--- config.mk ---
export PLATFORM = sky130hd
export DESIGN_NAME = nv_csa_tree_acc_flat
export DESIGN_NICKNAME = d
export VERILOG_FILES = /design/src/rtl/nv_csa_pkg.sv /design/src/rtl/nv_csa_tree_acc_if.sv /design/src/rtl/nv_csa_level.sv /design/src/rtl/nv_csa_tree_acc.sv /design/src/flat_wrapper.sv
export SDC_FILE = /design/constraint.sdc
export NUM_CORES = 1
export LEC_CHECK = 0
export BUFFER_PORTS_ARGS = -buffer_cell sky130_fd_sc_hd__buf_2
export CELL_PAD_IN_SITES_DETAIL_PLACEMENT = 1
export CELL_PAD_IN_SITES_GLOBAL_PLACEMENT = 2
export CORE_MARGIN = 4
export CORE_UTILIZATION = 40
export CTS_CLUSTER_DIAMETER = 30
export DETAILED_ROUTE_END_ITERATION = 16
export PLACE_DENSITY = 0.78
export SETUP_SLACK_MARGIN = 0.05
export SYNTH_ARGS = -nofsm -noshare
export SYNTH_HDL_FRONTEND = slang
export SYNTH_SLANG_ARGS = --single-unit
--- constraint.sdc ---
create_clock -name nvdla_core_clk -period 3.8 [get_ports nvdla_core_clk]
set_clock_uncertainty 0.2 [all_clocks]
set_input_delay 0.76 -clock nvdla_core_clk [delete_from_list [all_inputs] [get_ports nvdla_core_clk]]
set_output_delay 0.76 -clock nvdla_core_clk [all_outputs]
set_load 0.01 [all_outputs]
--- src/rtl/nv_csa_pkg.sv ---
// nv_csa_pkg
//   Shared helpers for the carry-save reduction tree.
//   - csa_word_t / csa_pair_t : fixed 64-bit working words. Callers zero-pad
//     narrower operands and keep only their low bits. Any carry shifted past
//     their width is dropped, which matches the mod-2^W arithmetic.
//   - csa32        : one 3:2 counter over three words.
//   - csa_next     : operand count after one 3:2 level (n - n/3).
//   - csa_levels   : number of 3:2 levels needed to reach two operands.
//   - csa_count_at : operand count after k levels.
//   - csa_reg_after: 1 when a pipeline register follows a given level.
//                    Registers sit after levels ceil(k*L/(P+1)), k = 1..P.
package nv_csa_pkg;

    localparam int CSA_W = 64;

    typedef logic [CSA_W-1:0] csa_word_t;

    typedef struct packed {
        csa_word_t sum;
        csa_word_t carry;
    } csa_pair_t;

    function automatic csa_pair_t csa32(input csa_word_t a, input csa_word_t b,
                                       input csa_word_t c);
        csa_pair_t p;
        p.sum   = a ^ b ^ c;
        p.carry = ((a & b) | (a & c) | (b & c)) << 1;
        return p;
    endfunction

    function automatic int csa_next(input int n);
        return n - n / 3;
    endfunction

    function automatic int csa_levels(input int n);
        int m;
        int l;
        m = n;
        l = 0;
        while (m > 2) begin
            m = csa_next(m);
            l++;
        end
        return l;
    endfunction

    function automatic int csa_count_at(input int n, input int k);
        int m;
        m = n;
        for (int i = 0; i < k; i++) m = csa_next(m);
        return m;
    endfunction

    function automatic bit csa_reg_after(input int lvl, input int levels, input int stages);
        for (int k = 1; k <= stages; k++) begin
            if ((k * levels + stages) / (stages + 1) == lvl) return 1'b1;
        end
        return 1'b0;
    endfunction

endpackage

--- src/rtl/nv_csa_tree_acc_if.sv ---
// nv_csa_tree_acc_if
//   Beat input and result output of nv_csa_tree_acc.
//   Handshake: a beat transfers on a rising clock edge where in_pvld and
//   in_prdy are both 1, and likewise a result transfers when out_pvld and
//   out_prdy are both 1. A source holds its payload steady while valid is high
//   and ready is low. in_prdy may depend combinationally on out_prdy.
//   Ports:
//     in_pvld/in_prdy, in_data (operand i at [i*IN_WIDTH +: IN_WIDTH]),
//     in_first/in_last delimit a group;
//     out_pvld/out_prdy, out_sum (group sum mod 2^OUT_WIDTH), out_cnt (beats,
//     saturating).
//   master = beat producer / result consumer; slave = the accumulator.
interface nv_csa_tree_acc_if #(
    parameter int NUM_INPUTS = 8,
    parameter int IN_WIDTH   = 8,
    parameter int OUT_WIDTH  = 16,
    parameter int CNT_WIDTH  = 8
);
    logic                           in_pvld;
    logic                           in_prdy;
    logic [NUM_INPUTS*IN_WIDTH-1:0] in_data;
    logic                           in_first;
    logic                           in_last;
    logic                           out_pvld;
    logic                           out_prdy;
    logic [OUT_WIDTH-1:0]           out_sum;
    logic [CNT_WIDTH-1:0]           out_cnt;

    modport master (
        output in_pvld, in_data, in_first, in_last, out_prdy,
        input  in_prdy, out_pvld, out_sum, out_cnt
    );

    modport slave (
        input  in_pvld, in_data, in_first, in_last, out_prdy,
        output in_prdy, out_pvld, out_sum, out_cnt
    );
endinterface

--- src/rtl/nv_csa_level.sv ---
// nv_csa_level
//   One combinational 3:2 reduction level.
//   Ports:
//     in_vec  : N_IN words of WIDTH bits, word i at [i*WIDTH +: WIDTH]
//     out_vec : csa_next(N_IN) words. Group g of three inputs yields its
//               sum at word 2g and its carry at word 2g+1. The N_IN%3
//               leftover inputs follow unchanged.
module nv_csa_level
    import nv_csa_pkg::*;
#(
    parameter int N_IN  = 3,
    parameter int WIDTH = 16
) (
    input  logic [N_IN*WIDTH-1:0]           in_vec,
    output logic [csa_next(N_IN)*WIDTH-1:0] out_vec
);
    localparam int N_GRP = N_IN / 3;
    localparam int N_REM = N_IN % 3;

    csa_word_t w_a;
    csa_word_t w_b;
    csa_word_t w_c;
    csa_pair_t p;

    always_comb begin
        out_vec = '0;
        w_a     = '0;
        w_b     = '0;
        w_c     = '0;
        p       = '0;
        for (int g = 0; g < N_GRP; g++) begin
            w_a = '0;
            w_b = '0;
            w_c = '0;
            w_a[WIDTH-1:0] = in_vec[(3*g)*WIDTH +: WIDTH];
            w_b[WIDTH-1:0] = in_vec[(3*g+1)*WIDTH +: WIDTH];
            w_c[WIDTH-1:0] = in_vec[(3*g+2)*WIDTH +: WIDTH];
            p = csa32(w_a, w_b, w_c);
            // Truncation drops the carry bit shifted out of the top.
            out_vec[(2*g)*WIDTH +: WIDTH]   = p.sum[WIDTH-1:0];
            out_vec[(2*g+1)*WIDTH +: WIDTH] = p.carry[WIDTH-1:0];
        end
        for (int r = 0; r < N_REM; r++) begin
            out_vec[(2*N_GRP+r)*WIDTH +: WIDTH] = in_vec[(3*N_GRP+r)*WIDTH +: WIDTH];
        end
    end
endmodule

--- src/rtl/nv_csa_tree_acc.sv ---
// nv_csa_tree_acc
//   Pipelined carry-save reduction of NUM_INPUTS operands per beat. The tree
//   output is accumulated over a first/last group and resolved by a
//   carry-propagate add.
//   Ports:
//     nvdla_core_clk  : clock
//     nvdla_core_rstn : asynchronous active-low reset
//     io              : beat/result handshake bundle (nv_csa_tree_acc_if.slave)
//   A beat accepted at edge E0 reaches the accumulator at E0+PIPE_STAGES.
//   Its result is visible after E0+PIPE_STAGES+1. A single global enable
//   freezes every register while a result waits for out_prdy.
module nv_csa_tree_acc
    import nv_csa_pkg::*;
#(
    parameter int NUM_INPUTS  = 8,
    parameter int IN_WIDTH    = 8,
    parameter int OUT_WIDTH   = 16,   // 1..64
    parameter int PIPE_STAGES = 2,
    parameter int SIGNED_IN   = 0,
    parameter int CNT_WIDTH   = 8
) (
    input logic              nvdla_core_clk,
    input logic              nvdla_core_rstn,
    nv_csa_tree_acc_if.slave io
);
    localparam int LEVELS = csa_levels(NUM_INPUTS);

    logic                 en;
    logic                 out_pvld_q;
    logic [OUT_WIDTH-1:0] out_sum_q;
    logic [CNT_WIDTH-1:0] out_cnt_q;

    assign en          = !out_pvld_q || io.out_prdy;
    assign io.in_prdy  = en;
    assign io.out_pvld = out_pvld_q;
    assign io.out_sum  = out_sum_q;
    assign io.out_cnt  = out_cnt_q;

    // Operand extension to the working width.
    logic [NUM_INPUTS*OUT_WIDTH-1:0] ext_data;
    always_comb begin
        ext_data = '0;
        for (int i = 0; i < NUM_INPUTS; i++) begin
            if (SIGNED_IN != 0)
                ext_data[i*OUT_WIDTH +: OUT_WIDTH] =
                    OUT_WIDTH'($signed(io.in_data[i*IN_WIDTH +: IN_WIDTH]));
            else
                ext_data[i*OUT_WIDTH +: OUT_WIDTH] =
                    OUT_WIDTH'(io.in_data[i*IN_WIDTH +: IN_WIDTH]);
        end
    end

    // Reduction levels. A level is followed by a register stage or by wires.
    for (genvar j = 1; j <= LEVELS; j++) begin : g_lvl
        localparam int N_IN  = csa_count_at(NUM_INPUTS, j - 1);
        localparam int N_OUT = csa_next(N_IN);

        logic [N_IN*OUT_WIDTH-1:0]  d_data;
        logic                       d_vld, d_first, d_last;
        logic [N_OUT*OUT_WIDTH-1:0] lvl_out;
        logic [N_OUT*OUT_WIDTH-1:0] q_data;
        logic                       q_vld, q_first, q_last;

        if (j == 1) begin : g_src
            assign d_data  = ext_data;
            assign d_vld   = io.in_pvld;
            assign d_first = io.in_first;
            assign d_last  = io.in_last;
        end else begin : g_src
            assign d_data  = g_lvl[j-1].q_data;
            assign d_vld   = g_lvl[j-1].q_vld;
            assign d_first = g_lvl[j-1].q_first;
            assign d_last  = g_lvl[j-1].q_last;
        end

        nv_csa_level #(.N_IN(N_IN), .WIDTH(OUT_WIDTH)) u_level (
            .in_vec  (d_data),
            .out_vec (lvl_out)
        );

        if (csa_reg_after(j, LEVELS, PIPE_STAGES)) begin : g_reg
            always_ff @(posedge nvdla_core_clk or negedge nvdla_core_rstn) begin
                if (!nvdla_core_rstn) begin
                    q_vld   <= 1'b0;
                    q_first <= 1'b0;
                    q_last  <= 1'b0;
                    q_data  <= '0;
                end else if (en) begin
                    q_vld   <= d_vld;
                    q_first <= d_first;
                    q_last  <= d_last;
                    q_data  <= lvl_out;
                end
            end
        end else begin : g_wire
            assign q_vld   = d_vld;
            assign q_first = d_first;
            assign q_last  = d_last;
            assign q_data  = lvl_out;
        end
    end

    logic [OUT_WIDTH-1:0] tree0, tree1;
    logic                 tail_vld, tail_first, tail_last;
    assign tree0      = g_lvl[LEVELS].q_data[OUT_WIDTH-1:0];
    assign tree1      = g_lvl[LEVELS].q_data[2*OUT_WIDTH-1:OUT_WIDTH];
    assign tail_vld   = g_lvl[LEVELS].q_vld;
    assign tail_first = g_lvl[LEVELS].q_first;
    assign tail_last  = g_lvl[LEVELS].q_last;

    // Accumulator: a 4:2 compression (two chained 3:2 counters) folds the
    // new tree pair into the held carry-save pair.
    logic [OUT_WIDTH-1:0] acc0, acc1, acc0_next, acc1_next;
    logic [CNT_WIDTH-1:0] acc_cnt, cnt_next;
    csa_word_t            w_a, w_b, w_c, w_d;
    csa_pair_t            p_lo, p_hi;

    always_comb begin
        w_a = '0;
        w_b = '0;
        w_c = '0;
        w_d = '0;
        w_a[OUT_WIDTH-1:0] = acc0;
        w_b[OUT_WIDTH-1:0] = acc1;
        w_c[OUT_WIDTH-1:0] = tree0;
        w_d[OUT_WIDTH-1:0] = tree1;
        p_lo = csa32(w_a, w_b, w_c);
        p_hi = csa32(p_lo.sum, p_lo.carry, w_d);
        if (tail_first) begin
            acc0_next = tree0;
            acc1_next = tree1;
            cnt_next  = CNT_WIDTH'(1);
        end else begin
            acc0_next = p_hi.sum[OUT_WIDTH-1:0];
            acc1_next = p_hi.carry[OUT_WIDTH-1:0];
            cnt_next  = (&acc_cnt) ? acc_cnt : acc_cnt + CNT_WIDTH'(1);
        end
    end

    // The carry-save result of a closing beat is parked for one cycle so the
    // carry-propagate add has a stage of its own before the output register.
    logic                 res_vld;
    logic [OUT_WIDTH-1:0] res0, res1;
    logic [CNT_WIDTH-1:0] res_cnt;

    always_ff @(posedge nvdla_core_clk or negedge nvdla_core_rstn) begin
        if (!nvdla_core_rstn) begin
            acc0       <= '0;
            acc1       <= '0;
            acc_cnt    <= '0;
            res_vld    <= 1'b0;
            res0       <= '0;
            res1       <= '0;
            res_cnt    <= '0;
            out_pvld_q <= 1'b0;
            out_sum_q  <= '0;
            out_cnt_q  <= '0;
        end else if (en) begin
            if (tail_vld) begin
                if (tail_last) begin
                    // The group closes, so the next group starts from zero.
                    acc0    <= '0;
                    acc1    <= '0;
                    acc_cnt <= '0;
                    res0    <= acc0_next;
                    res1    <= acc1_next;
                    res_cnt <= cnt_next;
                end else begin
                    acc0    <= acc0_next;
                    acc1    <= acc1_next;
                    acc_cnt <= cnt_next;
                end
            end
            res_vld    <= tail_vld && tail_last;
            out_pvld_q <= res_vld;
            if (res_vld) begin
                out_sum_q <= res0 + res1;
                out_cnt_q <= res_cnt;
            end
        end
    end
endmodule

--- src/flat_wrapper.sv ---
// flat-port wrapper written by rule: the top's interface ports become plain ports
module nv_csa_tree_acc_flat import nv_csa_pkg::*;
#(
    parameter int NUM_INPUTS  = 8,
    parameter int IN_WIDTH    = 8,
    parameter int OUT_WIDTH   = 16,           
    parameter int PIPE_STAGES = 2,
    parameter int SIGNED_IN   = 0,
    parameter int CNT_WIDTH   = 8
)
  (nvdla_core_clk, nvdla_core_rstn, io_in_pvld, io_in_data, io_in_first, io_in_last, io_out_prdy, io_in_prdy, io_out_pvld, io_out_sum, io_out_cnt);
  nv_csa_tree_acc_if #(.NUM_INPUTS(NUM_INPUTS), .IN_WIDTH(IN_WIDTH), .OUT_WIDTH(OUT_WIDTH), .CNT_WIDTH(CNT_WIDTH)) io_i ();
  input logic nvdla_core_clk;
  input logic nvdla_core_rstn;
  input wire logic [$bits(io_i.in_pvld)-1:0] io_in_pvld;
  input wire logic [$bits(io_i.in_data)-1:0] io_in_data;
  input wire logic [$bits(io_i.in_first)-1:0] io_in_first;
  input wire logic [$bits(io_i.in_last)-1:0] io_in_last;
  input wire logic [$bits(io_i.out_prdy)-1:0] io_out_prdy;
  output wire logic [$bits(io_i.in_prdy)-1:0] io_in_prdy;
  output wire logic [$bits(io_i.out_pvld)-1:0] io_out_pvld;
  output wire logic [$bits(io_i.out_sum)-1:0] io_out_sum;
  output wire logic [$bits(io_i.out_cnt)-1:0] io_out_cnt;
  assign io_i.in_pvld = io_in_pvld;
  assign io_i.in_data = io_in_data;
  assign io_i.in_first = io_in_first;
  assign io_i.in_last = io_in_last;
  assign io_i.out_prdy = io_out_prdy;
  assign io_in_prdy = io_i.in_prdy;
  assign io_out_pvld = io_i.out_pvld;
  assign io_out_sum = io_i.out_sum;
  assign io_out_cnt = io_i.out_cnt;
  nv_csa_tree_acc #(.NUM_INPUTS(NUM_INPUTS), .IN_WIDTH(IN_WIDTH), .OUT_WIDTH(OUT_WIDTH), .PIPE_STAGES(PIPE_STAGES), .SIGNED_IN(SIGNED_IN), .CNT_WIDTH(CNT_WIDTH)) u_core (.nvdla_core_clk(nvdla_core_clk), .nvdla_core_rstn(nvdla_core_rstn), .io(io_i));
endmodule
==> flow_metrics.tcl, run 1 <==
set metrics [dict create \
    outcome "finished, final reports clean" \
    cp_data_arrival_time_ns 2.95 \
    power_density_nw_per_um2 813 \
    drtAntennaViolNets 0 \
    numCtsBuffers 17 \
    synth-edff-count 0 \
    intPower_mw 5.20 \
    synth_xor_area_share_pct 1.26 \
    detail_route.wirelength_um 19900 \
    timing.fmax_mhz 356 \
    startpoint_type "register" \
    holdWs_ns 0.175 \
    row_count 54 \
    drc 0 \
    drtIter0Drc 258 \
    p_leak_nw 5.11 \
    cts.path.max_buffers 2 \
    crit_path_end_kind "register" \
    synth_fa_ha_area_share_pct 18.1 \
    rsz0062_at_grt "false" \
    path_class "reg -> reg" \
    hold_viol_final 0 \
    p_comb_share_pct 43.5 \
    hold_path_class "in -> async" \
    wl_per_cell_um 16.9 \
    finalCritPeriodShare_pct 74.0 \
    avgViaCountPerCell 5.16 \
    ys_seq_area_share_pct 46.5 \
    finalSetupViolCount 0 \
    drtPass1Iterations 5 \
    die_h_um 158 \
    io_buffers 95 \
    rrSetupSlack_ns 0.99 \
    synthMuxAreaShare_pct 9.96 \
    grt_util_all_layers_pct 17.1 \
    grt_max_degree 85 \
    r2r-start "u_core.g_lvl[3].q_data[8]$_DFFE_PN0N_" \
    die_area_um2 25100 \
    grt_pass1_vias 6664 \
    slew_viol_final 0 \
    vias 6089 \
    utilization_pct 47.5 \
    grt_overflow_total 0 \
    final_nets 1051 \
    cp_data_required_time_ns 3.93 \
    max_cap_violations 0 \
    coreArea_um2 22000 \
    sequentialPowerShare_pct 33.7 \
    io_pins 96 \
    synth_compound_gate_area_share_pct 8.96 \
    ctsResizeCount 0 \
    antenna_found_initial 0 \
    finalPower_mw 8.52 \
    switching_share_pct 38.9 \
    finalCriticalPeriod_ns 2.81 \
    drive_gt1_share_pct 23.8 \
    syn_nets 965 \
    synth_cell_types 56 \
    syn_area_um2 9030 \
    synth_simple_gate_area_share_pct 10.0 \
    setup_tns_ns 0 \
    grt_pass1_wl_um 34000 \
    place.gp.congestion 0.790 \
    cts_tree "yes" \
    ys_ff_latch 168 \
    synth_top_flop_cell "dfrtp_1" \
    reg2reg_to "u_core.acc0[8]$_DFFE_PN0P_" \
    tightestPinTransition_ns 0.926 \
    p_clk_share_pct 22.9 \
    r2r_cells 8 \
    yosys_warnings 0 \
    cts_setup_buffers 0 \
    hpwl_um 14900 \
    relSlewSlack_pct 38.1 \
    cts-root-buf "clkbuf_16" \
    die_w_um 158 \
    htreeDepth 4 \
    ctsHoldBuffers 0 \
    start_util_pct 41.0 \
    ir_drop_uv 280 \
    area_growth_pct 15.9 \
    clock_latency_ns 0.43 \
    synth_cells 802 \
    switching_power_mw 3.32 \
    clk_pin_slew_worst_paths_ns 0.06 \
    synth-async-reset-ratio_pct 100 \
    crit_path_max_fanout 2 \
    insertedDiodeCount 0 \
    cts.sinks 168 \
    synth_top_family_by_area "adder cells" \
    avgSynthCellArea_um2 11.3 \
]
[worst max-delay path by stage]
stage | end | slack, ns | startpoint
floorplan | u_core.acc0[8]$_DFFE_PN0P_ | 1.16 | u_core.g_lvl[3].q_data[8]$_DFFE_PN0N_
global placement | u_core.acc0[8]$_DFFE_PN0P_ | 1.09 | u_core.g_lvl[3].q_data[8]$_DFFE_PN0N_
detailed placement | u_core.acc0[8]$_DFFE_PN0P_ | 0.97 | u_core.g_lvl[3].q_data[8]$_DFFE_PN0N_
CTS | u_core.acc0[8]$_DFFE_PN0P_ | 0.96 | u_core.g_lvl[3].q_data[8]$_DFFE_PN0N_
global route | u_core.acc0[8]$_DFFE_PN0P_ | 0.89 | u_core.g_lvl[3].q_data[8]$_DFFE_PN0N_
finish | u_core.acc0[8]$_DFFE_PN0P_ | 0.99 | u_core.g_lvl[3].q_data[8]$_DFFE_PN0N_
[flip-flops by register name, indices dropped and copies added, names as in the netlist]
register	cells
u_core.acc0	16
u_core.acc1	14
u_core.acc_cnt	8
u_core.g_lvl.q_data	60
u_core.g_lvl.q_first	2
u_core.g_lvl.q_last	2
u_core.g_lvl.q_vld	2
u_core.io.out_cnt	8
u_core.io.out_pvld	1
u_core.io.out_sum	16
u_core.res0	16
u_core.res1	14
u_core.res_cnt	8
u_core.res_vld	1
[Yosys cell counts (3+ instances only)]
| master | instances | area share [%] |
|---|---|---|
| inv_1 | 76 | 3.2 |
| nand2_1 | 103 | 4.3 |
| and3_1 | 4 | 0.28 |
| buf_2 | 25 | 1.4 |
| a21oi_1 | 32 | 1.8 |
| xnor2_1 | 5 | 0.48 |
| nand3_1 | 26 | 1.4 |
| mux2_2 | 63 | 7.9 |
| a21o_1 | 3 | 0.25 |
| clkbuf_1 | 10 | 0.42 |
| xor2_1 | 8 | 0.78 |
| a211oi_1 | 4 | 0.33 |
| ha_1 | 30 | 4.2 |
| or3_1 | 6 | 0.42 |
| fa_1 | 63 | 14 |
| nor3_1 | 7 | 0.39 |
| mux2i_1 | 19 | 2.1 |
| dfrtp_1 | 168 | 47 |
| o21ai_0 | 61 | 3.4 |
| o31ai_1 | 14 | 1.2 |
| nor2_1 | 28 | 1.2 |
| o211ai_1 | 3 | 0.25 |
[critical path: stages (launching register included)]
cell and delay [ns]:
dfrtp_1 0.40, fa_1 0.58, inv_1 0.06, fa_1 0.48, inv_1 0.05, fa_1 0.48
mux2i_1 0.07, or3_1 0.31, o21ai_0 0.09
[cell usage in the layout, fill, tap and decap left out, types with 3 or more instances in the layout]
master / Yosys / final
o31ai_1: 14 / 14
mux2_2: 63 / 63
xor2_1: 8 / 8
o21ai_0: 61 / 61
inv_1: 76 / 76
a21o_1: 3 / 3
ha_1: 30 / 30
buf_2: 25 / 94
nor3_1: 7 / 7
and3_1: 4 / 4
mux2i_1: 19 / 19
bufinv_16: 0 / 5
nor2_1: 28 / 28
clkbuf_16: 0 / 17
fa_1: 63 / 63
buf_12: 0 / 3
a21oi_1: 32 / 32
xnor2_1: 5 / 5
nand3_1: 26 / 26
nand2_1: 103 / 103
a211oi_1: 4 / 4
o211ai_1: 3 / 3
dfrtp_1: 168 / 168
inv_6: 0 / 3
or3_1: 6 / 6
clkinv_4: 0 / 3
buf_4: 2 / 7
[power groups by stage]
stage,combinational (mW),sequential [mW],clock (mW)
after global placement,3.50,2.86,0
after CTS,3.79,2.88,2.00
after floorplan,2.60,2.78,0
final,3.70,2.87,1.95
after global routing,4.23,2.96,2.08
after detailed placement,3.71,2.91,0
[final cells by class]
| type | count | area [µm²] |
|---|---|---|
| Tap cell | 280 | 350 |
| Multi-Input combinational cell | 520 | 4370 |
| Clock buffer | 19 | 453 |
| Timing Repair Buffer | 105 | 594 |
| Fill cell | 2399 | 11600 |
| Clock inverter | 13 | 215 |
| Sequential cell | 168 | 4200 |
| Inverter | 76 | 285 |
[metal layers]
| layer | track usage (%) | routed length, µm |
|---|---|---|
| met4 | 4.96 | 272 |
| met3 | 3.13 | 686 |
| met5 | 0 | 0 |
| met2 | 27.0 | 9250 |
| met1 | 24.2 | 9700 |
[logic make-up (layout without fill, tap and decap cells)]
| family | count (synthesis) | after routing |
|---|---|---|
| AND/OR/NAND/NOR | 197 | 197 |
| flip-flops | 168 | 168 |
| AO/OA/AOI/OAI | 135 | 135 |
| buffers and inverters | 114 | 213 |
| adder cells (fa/ha/maj) | 93 | 93 |
| multiplexers | 82 | 82 |
| XOR/XNOR | 13 | 13 |
[metrics by stage]
| step | instances | area, µm² | worst slack [ns] |
|---|---|---|---|
| final | 1181 | 10500 | 0.987 |
| after detailed placement | 1149 | 9800 | 0.970 |
| after CTS | 1181 | 10500 | 0.964 |
| after global placement | 1149 | 9800 | 1.09 |
| after floorplan | 802 | 9030 | 1.16 |
| after global routing | 1181 | 10500 | 0.888 |
(Power assumes the default switching activity.)
==> inputs of run 2 (changes only) <==
Clock period 3.8 ns to 2.7 ns, I/O delays scaled along.
==> flow_metrics.tcl, run 2 (same netlist as run 1, synthesis figures left out) <==
set metrics [dict create \
    outcome "finished with violations" \
    violations "negative setup slack" \
    p_leak_nw 5.16 \
    largest-register "u_core.g_lvl.q_data" \
    wl_per_cell_um 16.3 \
    reg2reg_to "u_core.acc0[8]$_DFFE_PN0P_" \
    htreeDepth 4 \
    crit_family "adder cells" \
    grt_max_degree 78 \
    cp_cell_sequence "fa_1 > inv_1 > fa_1 > inv_1 > fa_1 > mux2i_1 > or3_1 > o21ai_1" \
    layout_common_cells "168 x dfrtp_1, 103 x nand2_1, 94 x buf_2" \
    io_buffers 95 \
    hpwl_um 14700 \
    grt_pass1_wl_um 34200 \
    avgViaCountPerCell 5.06 \
    path_class "reg -> reg" \
    cts_tree "yes" \
    startpoint_type "register" \
    numCtsBuffers 17 \
    crit_path_end_kind "register" \
    hold_viol_final 0 \
    coreArea_um2 22000 \
    drtIter0Drc 187 \
    slowest_stage "fa_1" \
    r2r-start "u_core.g_lvl[3].q_data[8]$_DFFE_PN0N_" \
    antenna_found_initial 0 \
    cp_common_cell "fa_1" \
    min_to "u_core.g_lvl[2].q_last$_DFFE_PN0N_" \
    place.gp.congestion 0.800 \
    clock_latency_ns 0.43 \
    row_count 54 \
    area_growth_pct 16.8 \
    cts.sinks 168 \
    clk_pin_slew_worst_paths_ns 0.07 \
    largest_register_ffs 60 \
    vias 6051 \
    insertedDiodeCount 0 \
    ir_drop_uv 391 \
    io_pins 96 \
    regArea_um2 4200 \
    multi_input_comb_area_um2 4380 \
    power_density_nw_per_um2 1120 \
    slew_viol_final 0 \
    fin_ws_ns -0.0861 \
    cp_data_arrival_time_ns 2.93 \
    cp_data_required_time_ns 2.84 \
    final_nets 1067 \
    cts.path.max_buffers 2 \
    finalPower_mw 11.8 \
    finalCritPeriodShare_pct 103 \
    drc 0 \
    drtPass1Iterations 4 \
    rrSetupSlack_ns -0.09 \
    tightestPinTransition_ns 0.652 \
    timing.fmax_mhz 359 \
    crit_buf_inv 2 \
    cts-root-buf "clkbuf_16" \
    grt_overflow_total 0 \
    holdPathStages 2 \
    die_h_um 158 \
    grt_util_all_layers_pct 16.9 \
    drtAntennaViolNets 0 \
    finalSetupViolCount 2 \
    crit_path_max_fanout 2 \
    die_w_um 158 \
    critPathMaxStageDelay_ns 0.56 \
    detail_route.wirelength_um 19500 \
    fillers 2393 \
    rsz0062_at_grt "true" \
    worstHoldStart "io_in_last" \
    max_cap_violations 0 \
    r2r_cells 8 \
    utilization_pct 47.9 \
    drive_gt1_share_pct 25.4 \
    die_area_um2 25100 \
    start_util_pct 41.0 \
    hold_path_class "in -> reg" \
    finalCriticalPeriod_ns 2.79 \
    final_common_cell "dfrtp_1" \
    grt_pass1_vias 6875 \
    relSlewSlack_pct 56.5 \
]
[run 2: power breakdown]
| part | leakage (nW) | internal, mW | switching (mW) |
|---|---|---|---|
| Sequential | 2.12 | 3.37 | 0.621 |
| Combinational | 2.75 | 2.43 | 2.93 |
| Clock | 0.291 | 1.39 | 1.06 |
| Total | 5.16 | 7.19 | 4.61 |
[run 2: what timing repair did]
item / CTS / global route
pin swaps: 2 / 4
hold buffers: 1 / 0
endpoints found under the hold margin: 62 / 0
gates resized for setup: 2 / 4
setup buffers: 3 / 3
setup endpoints to repair: 2 / 11
gates cloned: 0 / 0
[run 2: layout make-up]
| class | instances | area share, % |
|---|---|---|
| repair buffers | 121 | 7.03 |
| flip-flops and latches | 168 | 39.8 |
| multi-input cells | 520 | 41.5 |
| well taps | 280 | 3.32 |
| clock buffers | 17 | 4.03 |
| clock inverters | 15 | 1.59 |
| inverters | 76 | 2.70 |
[run 2: worst max-delay path by stage]
stage / cells after the start / endpoint / slack [ns] / startpoint
2_1_floorplan: 8 / u_core.acc0[8]$_DFFE_PN0P_ / 0.06 / u_core.g_lvl[3].q_data[8]$_DFFE_PN0N_
3_3_place_gp: 8 / u_core.acc0[8]$_DFFE_PN0P_ / -0.006 / u_core.g_lvl[3].q_data[8]$_DFFE_PN0N_
3_5_place_dp: 8 / u_core.acc0[2]$_DFFE_PN0P_ / -0.09 / u_core.g_lvl[3].q_data[2]$_DFFE_PN0N_
4_1_cts: 8 / u_core.acc0[2]$_DFFE_PN0P_ / -0.11 / u_core.g_lvl[3].q_data[34]$_DFFE_PN0N_
5_1_grt: 8 / u_core.acc0[8]$_DFFE_PN0P_ / -0.21 / u_core.g_lvl[3].q_data[8]$_DFFE_PN0N_
6_report: 8 / u_core.acc0[8]$_DFFE_PN0P_ / -0.09 / u_core.g_lvl[3].q_data[8]$_DFFE_PN0N_
[run 2: stage by stage]
stage | setup slack [ns] | instance area (µm²) | TNS [ns] | instances | hold WS [ns]
final | -0.0861 | 10600 | -0.157 | 1197 | 0.146
after global placement | -0.00618 | 9900 | -0.00618 | 1158 | 0.257
after detailed placement | -0.0905 | 9900 | -0.169 | 1158 | 0.265
after floorplan | 0.0604 | 9030 | 0 | 802 | 0.0444
after CTS | -0.106 | 10500 | -0.210 | 1194 | 0.125
after global routing | -0.209 | 10600 | -0.508 | 1197 | 0.129
[run 2: worst reg2reg max path, delay by kind of cell (launching register included)]
| kind | cells | cell delay [ns] |
|---|---|---|
| AOI/OAI and AO/OA | 1 | 0.09 |
| and+or+nand+nor | 1 | 0.33 |
| adders and majority gates | 3 | 1.52 |
| muxes | 1 | 0.08 |
| buffers and inverters | 2 | 0.11 |
| DFF | 1 | 0.39 |
[run 2: per-layer routing]
layer / track usage (%) / routed length (µm) / vias to the layer above
met5: 0 / 0 / -
met4: 4.71 / 281 / 0
met3: 3.23 / 668 / 22
met2: 27.5 / 9310 / 103
met1: 23.5 / 9280 / 3035
li1: - / - / 2891
==> inputs of run 3 (changes only) <==
Settings changed: SYNTH_HIERARCHICAL set to 1.
==> flow_metrics.tcl, run 3 <==
set metrics [dict create \
    outcome "finished, final reports clean" \
    cp_data_required_time_ns 2.92 \
    hold_path_class "in -> reg" \
    synth-edff-count 0 \
    cts-root-buf "clkbuf_16" \
    io_pins 96 \
    setup_tns_ns 0 \
    slew_viol_final 0 \
    clock_latency_ns 0.55 \
    layout_common_cells "481 x nand2_1, 223 x dfrtp_1, 110 x fa_1" \
    crit_path_end_kind "register" \
    startpoint_type "register" \
    rsz0062_at_grt "true" \
    fillers 3400 \
    io_buffers 95 \
    finalCritPeriodShare_pct 96.9 \
    p_leak_nw 7.69 \
    synth_cells 1221 \
    cts.path.max_buffers 3 \
    ir_drop_uv 599 \
    die_w_um 185 \
    max_cap_violations 0 \
    slowest_stage "fa_2" \
    grt_pass1_wl_um 49100 \
    avgViaCountPerCell 4.82 \
    synth_top_flop_cell "dfrtp_1" \
    worstHoldStart "io_in_last" \
    relSlewSlack_pct 48.7 \
    cts_tree "yes" \
    grt_overflow_total 0 \
    drive_gt1_share_pct 18.2 \
    regArea_um2 5610 \
    syn_area_um2 12600 \
    hold_viol_final 0 \
    insertedDiodeCount 0 \
    path_class "reg -> reg" \
    synth_common_cells "483 x nand2_1, 224 x dfrtp_1, 120 x fa_1, 57 x o21ai_0, 54 x buf_4" \
    grt_max_degree 119 \
    post-synth-top-count-cell "nand2_1" \
    antenna_found_initial 0 \
    drtPass1Iterations 4 \
    avgSynthCellArea_um2 10.3 \
    power_density_nw_per_um2 1420 \
    largest_register_ffs 112 \
    start_util_pct 40.8 \
    clk_pin_slew_worst_paths_ns 0.05 \
    synth-async-reset-ratio_pct 100 \
    finalCriticalPeriod_ns 2.62 \
    timing.fmax_mhz 382 \
    crit_path_max_fanout 2 \
    cp-startpoint "u_core/g_lvl[3].q_data[40]$_DFFE_PN0N_" \
    final_common_cell "nand2_1" \
    die_h_um 185 \
    drtIter0Drc 375 \
    yosys_warnings 6 \
    grt_util_all_layers_pct 17.4 \
    finalSetupViolCount 0 \
    synth_area_leaders "dfrtp_1 45%, fa_1 19%, nand2_1 14%, buf_4 3.2%, mux2i_1 2.6%" \
    cp_common_cell "fa_1" \
    vias 8653 \
    ys_ff_latch 224 \
    multi_input_comb_area_um2 6650 \
    coreArea_um2 30700 \
    ys_seq_area_share_pct 44.7 \
    crit_buf_inv 0 \
    die_area_um2 34300 \
    wl_per_cell_um 15.8 \
    area_growth_pct 24.3 \
    critPathMaxStageDelay_ns 0.60 \
    synth.largest_area_cell "dfrtp_1" \
    crit_family "adder cells" \
    htreeDepth 2 \
    place.gp.congestion 0.763 \
    netlist.area_leader.share_pct 44.7 \
    numCtsBuffers 55 \
    holdWs_ns 0.0178 \
    drc 0 \
    synth_cell_types 54 \
    grt_pass1_vias 9667 \
    hpwl_um 19200 \
    cp_cell_sequence "fa_1 > fa_2 > fa_1 > mux2i_4 > o21ai_1" \
    r2r-start "u_core/g_lvl[3].q_data[40]$_DFFE_PN0N_" \
    largest-register "u_core/g_lvl.q_data" \
    tightestPinTransition_ns 0.769 \
    detail_route.wirelength_um 28300 \
    drtAntennaViolNets 0 \
    cts.sinks 224 \
    final_nets 1560 \
    cp_data_arrival_time_ns 2.84 \
    row_count 64 \
]
## run 3: cell type report
type / count / share of cell area, %
clock buffers: 69 / 9.80
inverters: 4 / 0.112
multi-input cells: 945 / 42.6
well taps: 396 / 3.17
repair buffers: 123 / 5.15
clock inverters: 34 / 3.24
flip-flops and latches: 224 / 35.9
## run 3: per-stage QoR
step	total power [mW]	utilization, %	cells	worst slack, ns	cell area (µm²)
3_5_place_dp	14.2	43.6	1683	-0.00828	13400
6_report	22.1	50.8	1795	0.0828	15600
2_1_floorplan	11.6	-	1286	0.269	12800
3_3_place_gp	13.8	43.6	1683	0.0324	13400
4_1_cts	21.8	50.4	1790	0.0549	15500
5_1_grt	24.1	50.8	1795	-0.00282	15600
## run 3: logic make-up after synthesis
| logic type | share of synthesized area (%) |
|---|---|
| mux | 2.55 |
| compound gates | 7.44 |
| buf+inv | 5.20 |
| xor+xnor | 2.18 |
| other cells | 0.150 |
| fa+ha+maj | 20.8 |
| flops | 44.7 |
| simple gates | 17.0 |
## run 3: worst paths after layout
path	end	slack, ns	cells after the start
hold / removal	u_core/g_lvl[2].q_last$_DFFE_PN0N_	0.02	3
setup reg to reg	u_core/res0[8]$_DFFE_PN0P_	0.08	5
hold reg to reg	u_core/g_lvl[2].q_vld$_DFFE_PN0N_	0.26	2
setup / recovery	u_core/res0[8]$_DFFE_PN0P_	0.08	5
min in group asynchronous	u_core/res0[12]$_DFFE_PN0P_	0.23	2
max in group asynchronous	u_core/acc_cnt[3]$_DFFE_PN0P_	1.37	3
## run 3: power by group
group          internal [mW]  switching [mW]
registers               4.72            1.10
logic                   4.05            5.10
clock network           5.04            2.09
total                   13.8            8.29
## run 3: per-layer routing
metal	wire, µm	GRT usage, %	vias up
met4	470	4.55	0
met2	13100	27.8	156
met5	0	0	-
met1	13400	24.7	4316
met3	1340	3.40	41
li1	-	-	4140
## run 3: tightest hold or removal path: stages
cell     delay [ns]
buf_2          0.09
nand2_1        0.05
nand2_1        0.05
## run 3: timing repair
| action | 4_1_cts | 5_1_grt |
|---|---|---|
| pin swaps | 1 | 11 |
| cloned | 0 | 0 |
| gates resized for setup | 6 | 28 |
| hold endpoints to repair | 87 | 0 |
| endpoints found under the setup margin | 5 | 27 |
| buffers inserted | 1 | 5 |
| hold buffers | 3 | 0 |
